$ cat src/rtl/rgb_pwm_driver.sv
// Three-channel PWM LED driver with a one-deep duty buffer that is applied only at PWM
// period boundaries, so the pins never glitch mid-period.
module rgb_pwm_driver #(
  parameter int unsigned PWM_BITS   = 8,
  parameter int unsigned PRESCALE   = 47,
  parameter bit          ACTIVE_LOW = 1'b1
) (
  input  logic                clk,
  input  logic                rst,
  input  logic [PWM_BITS-1:0] duty_r,
  input  logic [PWM_BITS-1:0] duty_g,
  input  logic [PWM_BITS-1:0] duty_b,
  input  logic                duty_valid,
  output logic                duty_ready,
  output logic                frame_start,
  output logic                RGB_R,
  output logic                RGB_G,
  output logic                RGB_B
);

  localparam int unsigned PsW = (PRESCALE > 0) ? $clog2(PRESCALE + 1) : 1;
  localparam logic [PsW-1:0] PsLast = PsW'(PRESCALE);
  localparam logic [PWM_BITS-1:0] CntMax = '1;
  // The counter stops one short of all-ones so a full-scale duty stays lit across the wrap.
  localparam logic [PWM_BITS-1:0] CntLast = CntMax - PWM_BITS'(1);

  // Index 2 = red, 1 = green, 0 = blue.
  logic [2:0][PWM_BITS-1:0] act_q, act_d;
  logic [2:0][PWM_BITS-1:0] pend_q, pend_d;
  logic                     pend_full_q, pend_full_d;
  logic [PsW-1:0]           ps_q, ps_d;
  logic [PWM_BITS-1:0]      cnt_q, cnt_d;
  logic                     frame_q, frame_d;
  logic [2:0]               pin_q, pin_d;
  logic [2:0]               lit;
  logic                     tick;
  logic                     boundary;
  logic                     accept;

  assign tick     = (ps_q == PsLast);
  assign boundary = tick && (cnt_q == CntLast);
  assign accept   = duty_valid && !pend_full_q;

  always_comb begin
    ps_d        = tick ? '0 : ps_q + PsW'(1);
    cnt_d       = cnt_q;
    act_d       = act_q;
    pend_d      = pend_q;
    pend_full_d = pend_full_q;
    frame_d     = boundary;
    lit         = '0;

    if (tick) begin
      cnt_d = boundary ? '0 : cnt_q + PWM_BITS'(1);
    end

    // accept needs an empty buffer and apply needs a full one, so they never collide.
    if (accept) begin
      pend_d      = {duty_r, duty_g, duty_b};
      pend_full_d = 1'b1;
    end else if (boundary && pend_full_q) begin
      act_d       = pend_q;
      pend_full_d = 1'b0;
    end

    for (int i = 0; i < 3; i++) begin
      lit[i] = (cnt_q < act_q[i]);
    end
    pin_d = lit ^ {3{ACTIVE_LOW}};
  end

  always_ff @(posedge clk or posedge rst) begin
    if (rst) begin
      ps_q        <= '0;
      cnt_q       <= '0;
      act_q       <= '0;
      pend_q      <= '0;
      pend_full_q <= 1'b0;
      frame_q     <= 1'b0;
      pin_q       <= {3{ACTIVE_LOW}};
    end else begin
      ps_q        <= ps_d;
      cnt_q       <= cnt_d;
      act_q       <= act_d;
      pend_q      <= pend_d;
      pend_full_q <= pend_full_d;
      frame_q     <= frame_d;
      pin_q       <= pin_d;
    end
  end

  assign duty_ready  = !pend_full_q;
  assign frame_start = frame_q;
  assign RGB_R       = pin_q[2];
  assign RGB_G       = pin_q[1];
  assign RGB_B       = pin_q[0];

endmodule

$ cat config.mk
export PLATFORM = sky130hd
export DESIGN_NAME = rgb_pwm_driver
export DESIGN_NICKNAME = d
export VERILOG_FILES = /design/src/rtl/rgb_pwm_driver.sv
export SDC_FILE = /design/constraint.sdc
export NUM_CORES = 1
export LEC_CHECK = 0
export CAP_MARGIN = 20
export CORE_MARGIN = 2
export CORE_UTILIZATION = 42
export DETAILED_ROUTE_END_ITERATION = 6
export PLACE_DENSITY = 0.63
export SKIP_LAST_GASP = 1
export SYNTH_ARGS = -nofsm -noshare
export SYNTH_HDL_FRONTEND = slang
export SYNTH_SLANG_ARGS = --single-unit
$ cat constraint.sdc
create_clock -name clk -period 2.3 [get_ports clk]
set_input_delay 0.46 -clock clk [delete_from_list [all_inputs] [get_ports clk]]
set_output_delay 0.46 -clock clk [all_outputs]
set_load 0.05 [all_outputs]
==> out/qor.yml <==
final_max_slew_viol_count: 0
ioPinCount: 32
timing.final.crit_share: 0.952
numPortBuffers: 31
power_per_cell_area_mw_per_mm2: 653
synth-async-reset-ratio: 1.00
most-common-layout-cells: "64 x dfrtp_1, 47 x mux2_2, 31 x clkdlybuf4s50_1, 26 x inv_1, 24 x ha_1"
max-vdd-ir-drop_v: 0.000458
grt_pass1_vias: 2033
grt_setup_unrepaired: "no"
critical_path.max_stage_delay_ns: 0.57
detailedRoute.firstPassIterationCount: 4
holdCritPathClass: "in -> async"
final_replace_weighted_congestion: 0.776
hold_ws_ns: 0.457
setup-violations-final: 0
core-area_mm2: 0.00761
grt-ovfl-total: 0
data_arrival_time_of_the_critical_path_ns: 2.40
post_route_cells_drive_above_1_share: 0.261
synthFlopType: "dfrtp_1"
cts_made_buffers: 9
core.rowCount: 32
tritoncts_num_sinks: 67
setup.worst_path.class: "reg -> reg"
critical_path_required_ns: 2.51
status: "completed"
groute.usage.overall: 0.153
hpwlAfterDp_um: 4070
clock_tree_from_tritoncts: "yes"
area_growth_pct: 23.6
number_of_enable_flip_flop_cells_after_synthesis: 0
dieArea_mm2: 0.00843
yosysWarningCount: 0
ctsHtreeMaxLevel: 3
route.vias.total: 2079
number_of_design_rule_violations_left_after_detail_routing: 0
mostFrequentLayoutCell: "dfrtp_1"
drtAntennaViolNets: 0
synth_fp_nets: 310
grt_max_degree: 26
synth.lib_cells_used.distinct: 38
worst_skew_pair.late_latency_ns: 0.34
transition_time_of_the_tightest_slew_check_pin_ns: 0.532
final_count_of_hold_timing_violations: 0
post_synth.cell_area_avg_um2: 12.5
final_net_count: 352
die_width_um: 91.8
wl_per_cell_um: 14.2
post_cts.repair.setup_buffers: 0
drt-vias-per-instance: 5.10
post_layout_nonfiller_instances: 408
fin_worst_skew_ns: 0.00830
setup.worst_path.start_class: "register"
cp_cell_sequence: "ha_1, nand4_1, nor4_4, buf_4, mux2_2"
p_leak_uw: 0.00182
cpMaxStageDelayCell: "dfrtp_1"
initial_core_util: 0.426
ys_seq_elements: 67
synth_seq_area_share: 0.519
drtIter0Drc: 137
dpl.cell_count: 392
max-slew-margin-rel: 0.644
cts.reportedPaths.clkPinSlew_ns: 0.08
floorplan.die.height_um: 91.8
cts-hold-fix-buffers: 0
grt_antenna_before_repair: 0
ctsLongestPathBuffers: 2
finalSetupTns_ns: 0
crit_fanout: 13
grt_pass1_wl_um: 9800
antennaDiodeCount: 0
final.min_clock_period_ns: 2.19
maxCapViolCount: 0
max_clock_freq_mhz: 457
clock-root-buffer: "clkbuf_8"
endpoint_kind: "register"
postSynthCellCount: 259
routed_wirelength_um: 5810
synthesis.area_mm2: 0.00324
post_cts_resize_count: 0
-- power by group --
part | internal [uW] | total, uW | switching, uW
Sequential | 1200 | 1210 | 10.8
Clock | 861 | 1310 | 449
Combinational | 60.6 | 93.4 | 32.8
-- worst max-delay path, delay by kind of cell (launching register included) --
kind | cells | cell delay [ns]
flip-flops | 1 | 0.57
AND/OR/NAND/NOR | 2 | 0.52
multiplexers | 1 | 0.37
buffers and inverters | 1 | 0.27
adder cells (fa/ha/maj) | 1 | 0.32
-- flip-flops by register name (all words and copies together) (netlist names) --
signal	cells
frame_start	1
cnt_q	8
pin_q	3
ps_q	6
pend_full_q	1
act_q	24
pend_q	24
-- cell usage after synthesis (3+ instances only) --
| master | instances | area [um2] |
|---|---|---|
| nor2_1 | 7 | 26.3 |
| o31ai_1 | 6 | 45.0 |
| a21oi_1 | 8 | 40.0 |
| o41ai_1 | 6 | 52.6 |
| dfrtp_1 | 64 | 1600 |
| nand2_1 | 7 | 26.3 |
| clkbuf_1 | 3 | 11.3 |
| nand2b_1 | 5 | 31.3 |
| ha_1 | 24 | 300 |
| nand4_1 | 6 | 37.5 |
| a2111oi_0 | 3 | 26.3 |
| mux2_2 | 47 | 529 |
| o21ai_0 | 6 | 30.0 |
| nor3_1 | 4 | 20.0 |
| inv_1 | 27 | 101 |
| dfstp_2 | 3 | 78.8 |
| o21a_1 | 7 | 52.6 |
-- cell families (layout without fill, tap and decap cells) --
family | count (synthesis) | count (layout) | synth area share
fa+ha+maj | 24 | 24 | 0.0927
compound gates | 44 | 44 | 0.0977
buf+inv | 34 | 81 | 0.0440
simple gates | 40 | 40 | 0.0749
mux | 48 | 48 | 0.167
flops | 67 | 67 | 0.519
xor+xnor | 2 | 2 | 0.00541
-- per-stage QoR --
stage / instance area [um2] / utilization / worst slack, ns / power, uW
finish: 4000 / 0.526 / 0.110 / 2610
global route: 4000 / 0.526 / 0.000939 / 2710
CTS: 4000 / 0.526 / 0.0910 / 2650
detailed placement: 3730 / 0.490 / 0.155 / 1330
global placement: 3730 / 0.490 / 0.194 / 1330
floorplan: 3240 / - / 0.162 / 1260
-- path summary, 6_finish.rpt --
| kind | slack [ns] | to | start | cells past startpoint |
|---|---|---|---|---|
| setup / recovery | 0.11 | act_q[4] | cnt_q[1] | 5 |
| hold / removal | 0.46 | pend_q[12] | rst | 2 |
| setup reg to reg | 0.11 | act_q[4] | cnt_q[1] | 5 |
| hold reg to reg | 0.50 | act_q[3] | pend_q[3] | 1 |
| max in group asynchronous | 1.26 | pin_q[0] | rst | 3 |
| min in group clk | 0.50 | act_q[3] | pend_q[3] | 1 |
-- routing by layer --
metal,vias to the layer above,GRT usage,wire length (um)
met3,5,0.0534,218
met4,0,0.0572,61
met5,-,0,0
li1,1028,-,-
met2,34,0.244,2820
met1,1012,0.192,2710
-- area by class of cell --
class                           count  area, um2
Fill cell                         703       3600
Tap cell                          102        128
Clock buffer                       10        138
Clock inverter                      6        136
Multi-Input combinational cell    158       1420
Timing Repair Buffer               38        400
Inverter                           27        101
Sequential cell                    67       1680
Note: power is estimated with default switching activity, not from simulation.
